### config.mk
export PLATFORM = sky130hd
export DESIGN_NAME = wb_port_arbiter
export DESIGN_NICKNAME = d
export VERILOG_FILES = /design/src/rtl/wb_port_arbiter.sv
export SDC_FILE = /design/constraint.sdc
export NUM_CORES = 1
export LEC_CHECK = 0
export CAP_MARGIN = 20
export CORE_MARGIN = 3
export CORE_UTILIZATION = 54
export CTS_BUF_LIST = sky130_fd_sc_hd__clkbuf_8
export DETAILED_ROUTE_END_ITERATION = 7
export GPL_TIMING_DRIVEN = 0
export PLACE_DENSITY = 0.82
export SETUP_SLACK_MARGIN = 0.05
export SLEW_MARGIN = 15
export SYNTH_ARGS = -nofsm -noshare
export SYNTH_HDL_FRONTEND = slang
export SYNTH_SLANG_ARGS = --single-unit
### constraint.sdc
create_clock -name clk -period 2.45 [get_ports clk]
set_clock_uncertainty 0.05 [all_clocks]
set_input_delay 0.245 -clock clk [delete_from_list [all_inputs] [get_ports clk]]
set_output_delay 0.245 -clock clk [all_outputs]
set_load 0.03 [all_outputs]
### src/rtl/wb_port_arbiter.sv
// Register-file write-port arbiter: pipeline writeback wins, MUL/DIV results bypass or queue and drain.
// Optional starvation guard (age counter + stall_req) built when WB_ARB_STARVE_GUARD_EN is defined.
module wb_port_arbiter #(
    parameter int DATA_W       = 16,
    parameter int ADDR_W       = 3,
    parameter int FIFO_DEPTH   = 4,
    parameter int STARVE_LIMIT = 8
) (
    input  logic                      clk,
    input  logic                      rst_n,
    input  logic                      wb_en,
    input  logic [ADDR_W-1:0]         wb_dest,
    input  logic [DATA_W-1:0]         wb_data,
    input  logic                      mc_valid,
    input  logic [ADDR_W-1:0]         mc_dest,
    input  logic [DATA_W-1:0]         mc_data,
    output logic                      mc_ready,
    output logic                      rf_we,
    output logic [ADDR_W-1:0]         rf_waddr,
    output logic [DATA_W-1:0]         rf_wdata,
    output logic [ADDR_W-1:0]         wb_op_dest,
    output logic [(1<<ADDR_W)-1:0]    pend_mask,
    output logic                      stall_req
);
    localparam int PTR_W = $clog2(FIFO_DEPTH);
    localparam int CNT_W = $clog2(FIFO_DEPTH + 1);

    typedef struct packed {
        logic [ADDR_W-1:0] dest;
        logic [DATA_W-1:0] data;
    } mc_entry_t;

    mc_entry_t             fifo_q [FIFO_DEPTH];
    logic [FIFO_DEPTH-1:0] slot_vld;
    logic [PTR_W-1:0]      rd_ptr, wr_ptr;
    logic [CNT_W-1:0]      count;
    logic                  empty, full, pop, push, bypass;

    assign empty  = (count == '0);
    assign full   = (count == CNT_W'(FIFO_DEPTH));
    assign pop    = !wb_en && !empty;
    assign bypass = !wb_en && empty && mc_valid;
    assign push   = mc_valid && !full && !bypass;

    // Depth is a power of two, so the pointers wrap by plain overflow.
    always_ff @(posedge clk) begin
        if (!rst_n) begin
            rd_ptr   <= '0;
            wr_ptr   <= '0;
            count    <= '0;
            slot_vld <= '0;
        end else begin
            if (push) begin
                wr_ptr           <= wr_ptr + PTR_W'(1);
                slot_vld[wr_ptr] <= 1'b1;
            end
            if (pop) begin
                rd_ptr           <= rd_ptr + PTR_W'(1);
                slot_vld[rd_ptr] <= 1'b0;
            end
            case ({push, pop})
                2'b10:   count <= count + CNT_W'(1);
                2'b01:   count <= count - CNT_W'(1);
                default: count <= count;
            endcase
        end
    end

    always_ff @(posedge clk) begin
        if (push)
            fifo_q[wr_ptr] <= {mc_dest, mc_data};
    end

    always_comb begin
        rf_we    = 1'b0;
        rf_waddr = '0;
        rf_wdata = '0;
        if (!rst_n) begin
            rf_we = 1'b0;
        end else if (wb_en) begin
            rf_we    = 1'b1;
            rf_waddr = wb_dest;
            rf_wdata = wb_data;
        end else if (!empty) begin
            rf_we    = 1'b1;
            rf_waddr = fifo_q[rd_ptr].dest;
            rf_wdata = fifo_q[rd_ptr].data;
        end else if (mc_valid) begin
            rf_we    = 1'b1;
            rf_waddr = mc_dest;
            rf_wdata = mc_data;
        end
    end

    // Duplicate destinations simply OR into the same bit.
    always_comb begin
        pend_mask = '0;
        for (int i = 0; i < FIFO_DEPTH; i++) begin
            if (rst_n && slot_vld[i])
                pend_mask[fifo_q[i].dest] = 1'b1;
        end
    end

    assign mc_ready   = rst_n && !full;
    assign wb_op_dest = rf_we ? rf_waddr : '0;

`ifdef WB_ARB_STARVE_GUARD_EN
    localparam int AGE_W = $clog2(STARVE_LIMIT + 1);
    logic [AGE_W-1:0] age;

    // Age tracks how long the current head has waited; a pop hands a fresh start to the next head.
    always_ff @(posedge clk) begin
        if (!rst_n || empty || pop)
            age <= '0;
        else if (age != AGE_W'(STARVE_LIMIT))
            age <= age + AGE_W'(1);
    end

    assign stall_req = rst_n && (age == AGE_W'(STARVE_LIMIT));
`else
    // Without the guard the limit has no effect; this compare is constant false.
    assign stall_req = (STARVE_LIMIT < 0);
`endif

endmodule
* Word level (Yosys, flattened, before mapping)
Memory sizes are Yosys's and may differ from the RTL's. A register that Yosys moved wholly into a read port is not among the register bits.
Cells that the tools add are included.
** Cells by class
- Add/sub/neg operators :: 4
- Bitwise logic cells :: 6
- Mux-type cells :: 37
- Reduce and logical (&&, ||, !) cells :: 22
- Order comparisons :: 12
- Equal/unequal tests :: 3
** Operator list (count)
- two-way mux 16 bit :: 4
- two-way mux 8 bit :: 4
- bitwise OR 8 bit :: 3
- logical AND 1 bit :: 16
- < comparator 3 x 4 -> 1 bit, second input constant :: 4
- two-way mux 3 bit :: 5
- demux 1 bit (select 3 bit) :: 4
- greater-or-equal comparator 3 x 1 -> 1 bit, second input constant :: 4
- two-way mux 1 bit :: 12
- two-way mux 4 bit :: 3
- < comparator 2 x 3 -> 1 bit, second input constant :: 2
- one-hot mux 3 bit (2 select lines) :: 1
- adder 2 x 1 -> 2 bit, second input constant :: 2
- bitwise AND 4 bit :: 1
- demux 1 bit (select 2 bit) :: 2
- greater-or-equal comparator 2 x 1 -> 1 bit, second input constant :: 2
- zero test 1 bit :: 4
- two-way mux 2 bit :: 2
- inverter 4 bit :: 1
- bitwise OR 4 bit :: 1
- adder 3 x 1 -> 3 bit, second input constant :: 1
- equality test 3 bit, second input constant :: 1
- zero test 3 bit :: 1
- subtractor 3 x 1 -> 3 bit, second input constant :: 1
- other kinds (3) :: 3
** Storage, ports and cells
- Memory bits (writable) :: 76
- Word-level logic and storage cells :: 89
- Input port bits :: 42
- Memories kept :: 1
- Output and inout bits :: 33
- Register bits :: 11
** Memories
- fifo_q :: words 4, bits a word 19, read ports 5, clocked after Yosys merged registers in 1, wr ports 1, RTL line 33 : mc_entry_t fifo_q [FIFO_DEPTH];

* Longest topological paths before layout
An unclocked memory read counts as a cell.
- Depth after elaboration :: 12
- Mapped depth :: 11
- Gate-level depth less buffers :: 9

* Least setup slack after synthesis
Ideal clock, no wire load.
- Path type :: reg2out
- Start point :: reg count[0]
- End point :: out rf_wdata[2]
- Path buffers :: 0
- Path slack :: -0.200 ns
- Arrival time :: 2.355 ns
- Cell stages (with the launch flop) :: 4
- Path through :: dfxtp_1 -> nor3_1 -> nor3_1 -> a2111oi_0
** Between the ends
- Longest elaborated chain between the ends :: 4
** RTL lines
- start: declaration :: RTL line 36 : logic [CNT_W-1:0] count;
- start signal: assignment :: RTL line 62 : 2'b10: count <= count + CNT_W'(1);
- start signal: assignment :: RTL line 63 : 2'b01: count <= count - CNT_W'(1);
- start signal: assignment :: RTL line 64 : default: count <= count;
- zero test 3 bit :: RTL line 39 : assign empty = (count == '0);
- two-way mux 16 bit :: RTL line 84 : end else if (!empty) begin
- two-way mux 16 bit :: RTL line 80 : end else if (wb_en) begin
- two-way mux 16 bit :: RTL line 78 : if (!rst_n) begin
- end: declaration :: RTL line 20 : output logic [DATA_W-1:0] rf_wdata,
Every way passes these cells.

* Worst setup path after layout
- Start point :: reg count[0]
- End point :: out wb_op_dest[0]
** Between the ends
- Longest elaborated chain between the ends :: 5
** RTL lines
- zero test 3 bit (*) :: RTL line 39
- two-way mux 3 bit or two-way mux 1 bit (tied branches) :: RTL line 84
- two-way mux 3 bit or two-way mux 1 bit (tied branches) :: RTL line 80
- two-way mux 3 bit or two-way mux 1 bit (tied branches) :: RTL line 78
- two-way mux 3 bit (*) :: RTL line 105 : assign wb_op_dest = rf_we ? rf_waddr : '0;
- end: declaration :: RTL line 21 : output logic [ADDR_W-1:0] wb_op_dest,
Mark *: on every way between the ends. The rest lies on a longest branch, timed or not.

==> qor.yml <==
run_status: "finished, final reports clean"
hold_path_depth: 3
worst_slew_pin_slew_ns: 0.552
mappedNetlistNets: 341
cp.arrival_ns: 2.13
timing.final.setup_violations: 0
design.die.area_um2: 8720
yosys.area.top_type: "sky130_fd_sc_hd__edfxtp_1"
final.min_clock_period_ns: 2.43
synth_edf_count: 76
routed_wire_length_per_instance_um: 18.8
whs_endpoint: "slot_vld[0]$_SDFF_PN0_"
place.gp.congestion: 0.867
top_level_ports: 75
maxClockFrequency_ghz: 0.412
maximum_fanout_along_the_worst_path: 4
antenna_found_initial: 0
cts_made_buffers: 9
die-width_um: 93.4
synthArstFlopShare: 0
placement.cell_area_um2: 4970
layout.filler_cells: 481
final_min_period_over_clock_period: 0.991
cts_tree: "done"
grt_pass1_vias: 2795
yosysUniqueCellTypes: 42
setup.worst_path.end_class: "output pin"
worst_r2r_path_depth: 8
cell_chain_of_the_critical_path: "nor3_2 > nor3_4 > buf_4 > buf_4 > a22oi_2 > nand2_1 > clkdlybuf4s15_1"
cts_buffer_depth: 2
routed_wirelength_mm: 9.07
drv_cap: 0
cts_htree_levels: 3
critPathTopFamily: "buffers and inverters"
seqCellArea_um2: 2540
first_pass_grt_wire_length_mm: 14.3
crit_start: "count[0]$_SDFFE_PN0P_"
postSynthCellCount: 289
cp.required_ns: 2.15
vias: 2798
seq_area_frac_synth: 0.617
rrSetupSlack_ns: 0.12
finalPower_w: 0.00443
static-leakage-power_nw: 1.92
numPortBuffers: 72
cts-root-buf: "sky130_fd_sc_hd__clkbuf_8"
grt_max_degree: 20
hold_path_startpoint: "wb_en"
prevailing_post_synth_register_cell: "sky130_fd_sc_hd__edfxtp_1"
grt_util_all_layers: 0.223
place_hpwl_mm: 6.32
timing.rr.end: "count[2]$_SDFFE_PN0P_"
route.antenna.remaining_nets: 0
utilization: 0.705
slowest_stage: "sky130_fd_sc_hd__dfxtp_1"
finalInstanceArea_um2: 5170
synth_top_cells_by_area: "sky130_fd_sc_hd__edfxtp_1, sky130_fd_sc_hd__dfxtp_1, sky130_fd_sc_hd__mux4_2"
hold_violations: 0
final_nets: 431
syn_avg_cell_area_um2: 14.3
critical_path.startpoint_type: "flip-flop"
start_util: 0.562
drt-pass1-iter-count: 4
coreArea_um2: 7330
multi_input_area_um2: 1460
synth-warning-count: 0
post_synthesis_instance_area_um2: 4120
headroom_to_the_max_slew_limit: 0.632
die_height_um: 93.4
clkLatencyLatePin_ns: 0.35
yosys.area.top_type_share: 0.554
num_antenna_cells: 0
ff_latch_count_synth: 89
clock-sinks: 89
route.detailed.drc: 0
viasPerCell: 5.79
timing.hold.ws_ns: 0.451
final_layout_size_suffix_gt1_frac: 0.188
clk_pin_slew_worst_paths_ns: 0.09
floorplan.rows: 31
cell_type_with_the_highest_occurrence_count_on_the_critical_path: "sky130_fd_sc_hd__buf_4"
areaGrowthSynthToFinish_pct: 25.4
crit_type: "flip-flop to output pin"
critical_path_buf_inv_count: 3
p_per_area_nw_per_um2: 857
slew_violations: 0
cts-hold-fix-buffers: 0
grt_setup_unrepaired: "yes"
min-delay-path-class: "primary input to flip-flop"
rr_startpoint: "count[0]$_SDFFE_PN0P_"
irDropWorstVdd_mv: 0.542
globalRoute.totalOverflow: 0
drt_first_iter_violations: 182
cpPeakStageDelay_ns: 0.39
==> logic make-up (layout without fill, tap and decap cells) <==
family                   Yosys count  in the layout  synth area share
multiplexers                      21             21             0.116
XOR/XNOR                           4              4           0.00850
AO/OA/AOI/OAI                     51             51            0.0886
other                              1              1          0.000910
buffers and inverters             25            120            0.0343
AND/OR/NAND/NOR                   88             88             0.103
flip-flops                        89             89             0.617
adder cells (fa/ha/maj)           10             10            0.0322
==> cell usage in the layout (no fill, tap or decap), drive strengths merged, types with 4 or more instances in the layout <==
master,count
a211oi,4
a21oi,8
a22oi,19
a31oi,4
and2,5
and3,4
buf,31
clkbuf,12
clkdlybuf4s15,6
clkdlybuf4s50,40
dfxtp,13
dlygate4sd2,11
edfxtp,76
ha,9
inv,13
mux4,19
nand2,42
nand2b,5
nand3,4
nor2,15
nor3,4
==> registers in the layout, summed over array words and instances, names as in the netlist, named ones only <==
name / cells
fifo_q: 76
slot_vld: 4
count: 3
rd_ptr: 2
wr_ptr: 2
==> stage by stage <==
| step | setup slack, ns | instances | setup TNS [ns] |
|---|---|---|---|
| floorplan | 0.196 | 289 | 0 |
| global placement | -0.420 | 460 | -18.07 |
| detailed placement | -0.450 | 460 | -20.45 |
| CTS | 0.00637 | 482 | 0 |
| global route | -0.0698 | 483 | -0.151 |
| finish | 0.0226 | 483 | 0 |
==> metal layers <==
metal	routed length (um)	track usage	vias up
met3	534	0.0459	24
met5	0	0	-
li1	-	-	1296
met4	262	0.103	0
met1	3530	0.282	1374
met2	4740	0.369	104
==> layout make-up <==
type / count / share of cell area
plain buffers: 14 / 0.0228
clock buffers: 9 / 0.0240
clock inverters: 7 / 0.00896
inverters: 11 / 0.00799
multi-input cells: 175 / 0.283
flip-flops and latches: 89 / 0.492
well taps: 99 / 0.0240
repair buffers: 79 / 0.137
==> synthesized netlist by cell type, types with 3 or more instances <==
cell                       instances
sky130_fd_sc_hd__buf_6             4
sky130_fd_sc_hd__nand2_1          42
sky130_fd_sc_hd__a211oi_1          4
sky130_fd_sc_hd__nor2_1           14
sky130_fd_sc_hd__and2_1            5
sky130_fd_sc_hd__o211ai_1          3
sky130_fd_sc_hd__a22oi_1          18
sky130_fd_sc_hd__nand2b_1          5
sky130_fd_sc_hd__mux4_1            8
sky130_fd_sc_hd__and3_1            4
sky130_fd_sc_hd__ha_1              9
sky130_fd_sc_hd__dfxtp_1          13
sky130_fd_sc_hd__buf_4             3
sky130_fd_sc_hd__edfxtp_1         76
sky130_fd_sc_hd__a21oi_1           8
sky130_fd_sc_hd__nand3_1           4
sky130_fd_sc_hd__a31oi_1           4
sky130_fd_sc_hd__buf_2             5
sky130_fd_sc_hd__mux4_2           11
sky130_fd_sc_hd__nor3_1            3
sky130_fd_sc_hd__o21ai_0           3
sky130_fd_sc_hd__inv_1            10
sky130_fd_sc_hd__nor2b_1           3
sky130_fd_sc_hd__o221ai_1          3
==> worst max-delay path by stage <==
| stage | to | cells past startpoint |
|---|---|---|
| 4_1_cts | wb_op_dest[0] | 7 |
| 3_3_place_gp | rf_waddr[1] | 7 |
| 3_5_place_dp | rf_waddr[1] | 7 |
| 2_1_floorplan | rf_wdata[2] | 3 |
| 6_report | wb_op_dest[0] | 7 |
| 5_1_grt | wb_op_dest[0] | 7 |
==> worst min-delay path, cell delays in order <==
cell and delay (ns):
sky130_fd_sc_hd__buf_2 0.21, sky130_fd_sc_hd__nor2_2 0.13, sky130_fd_sc_hd__a211oi_1 0.22
==> repair_timing <==
item,CTS,global route
setup endpoints to repair,30,77
endpoints found under the hold margin,0,0
gates cloned,0,0
buffers inserted,6,0
pin swaps,2,0
resized for setup,72,31
==> power by group <==
part / internal, W / total (W) / switching, W
registers: 0.00185 / 0.00196 / 0.000114
logic: 0.000717 / 0.00159 / 0.000875
clock network: 0.000366 / 0.000874 / 0.000508
Note: power is estimated with default switching activity, not from simulation.
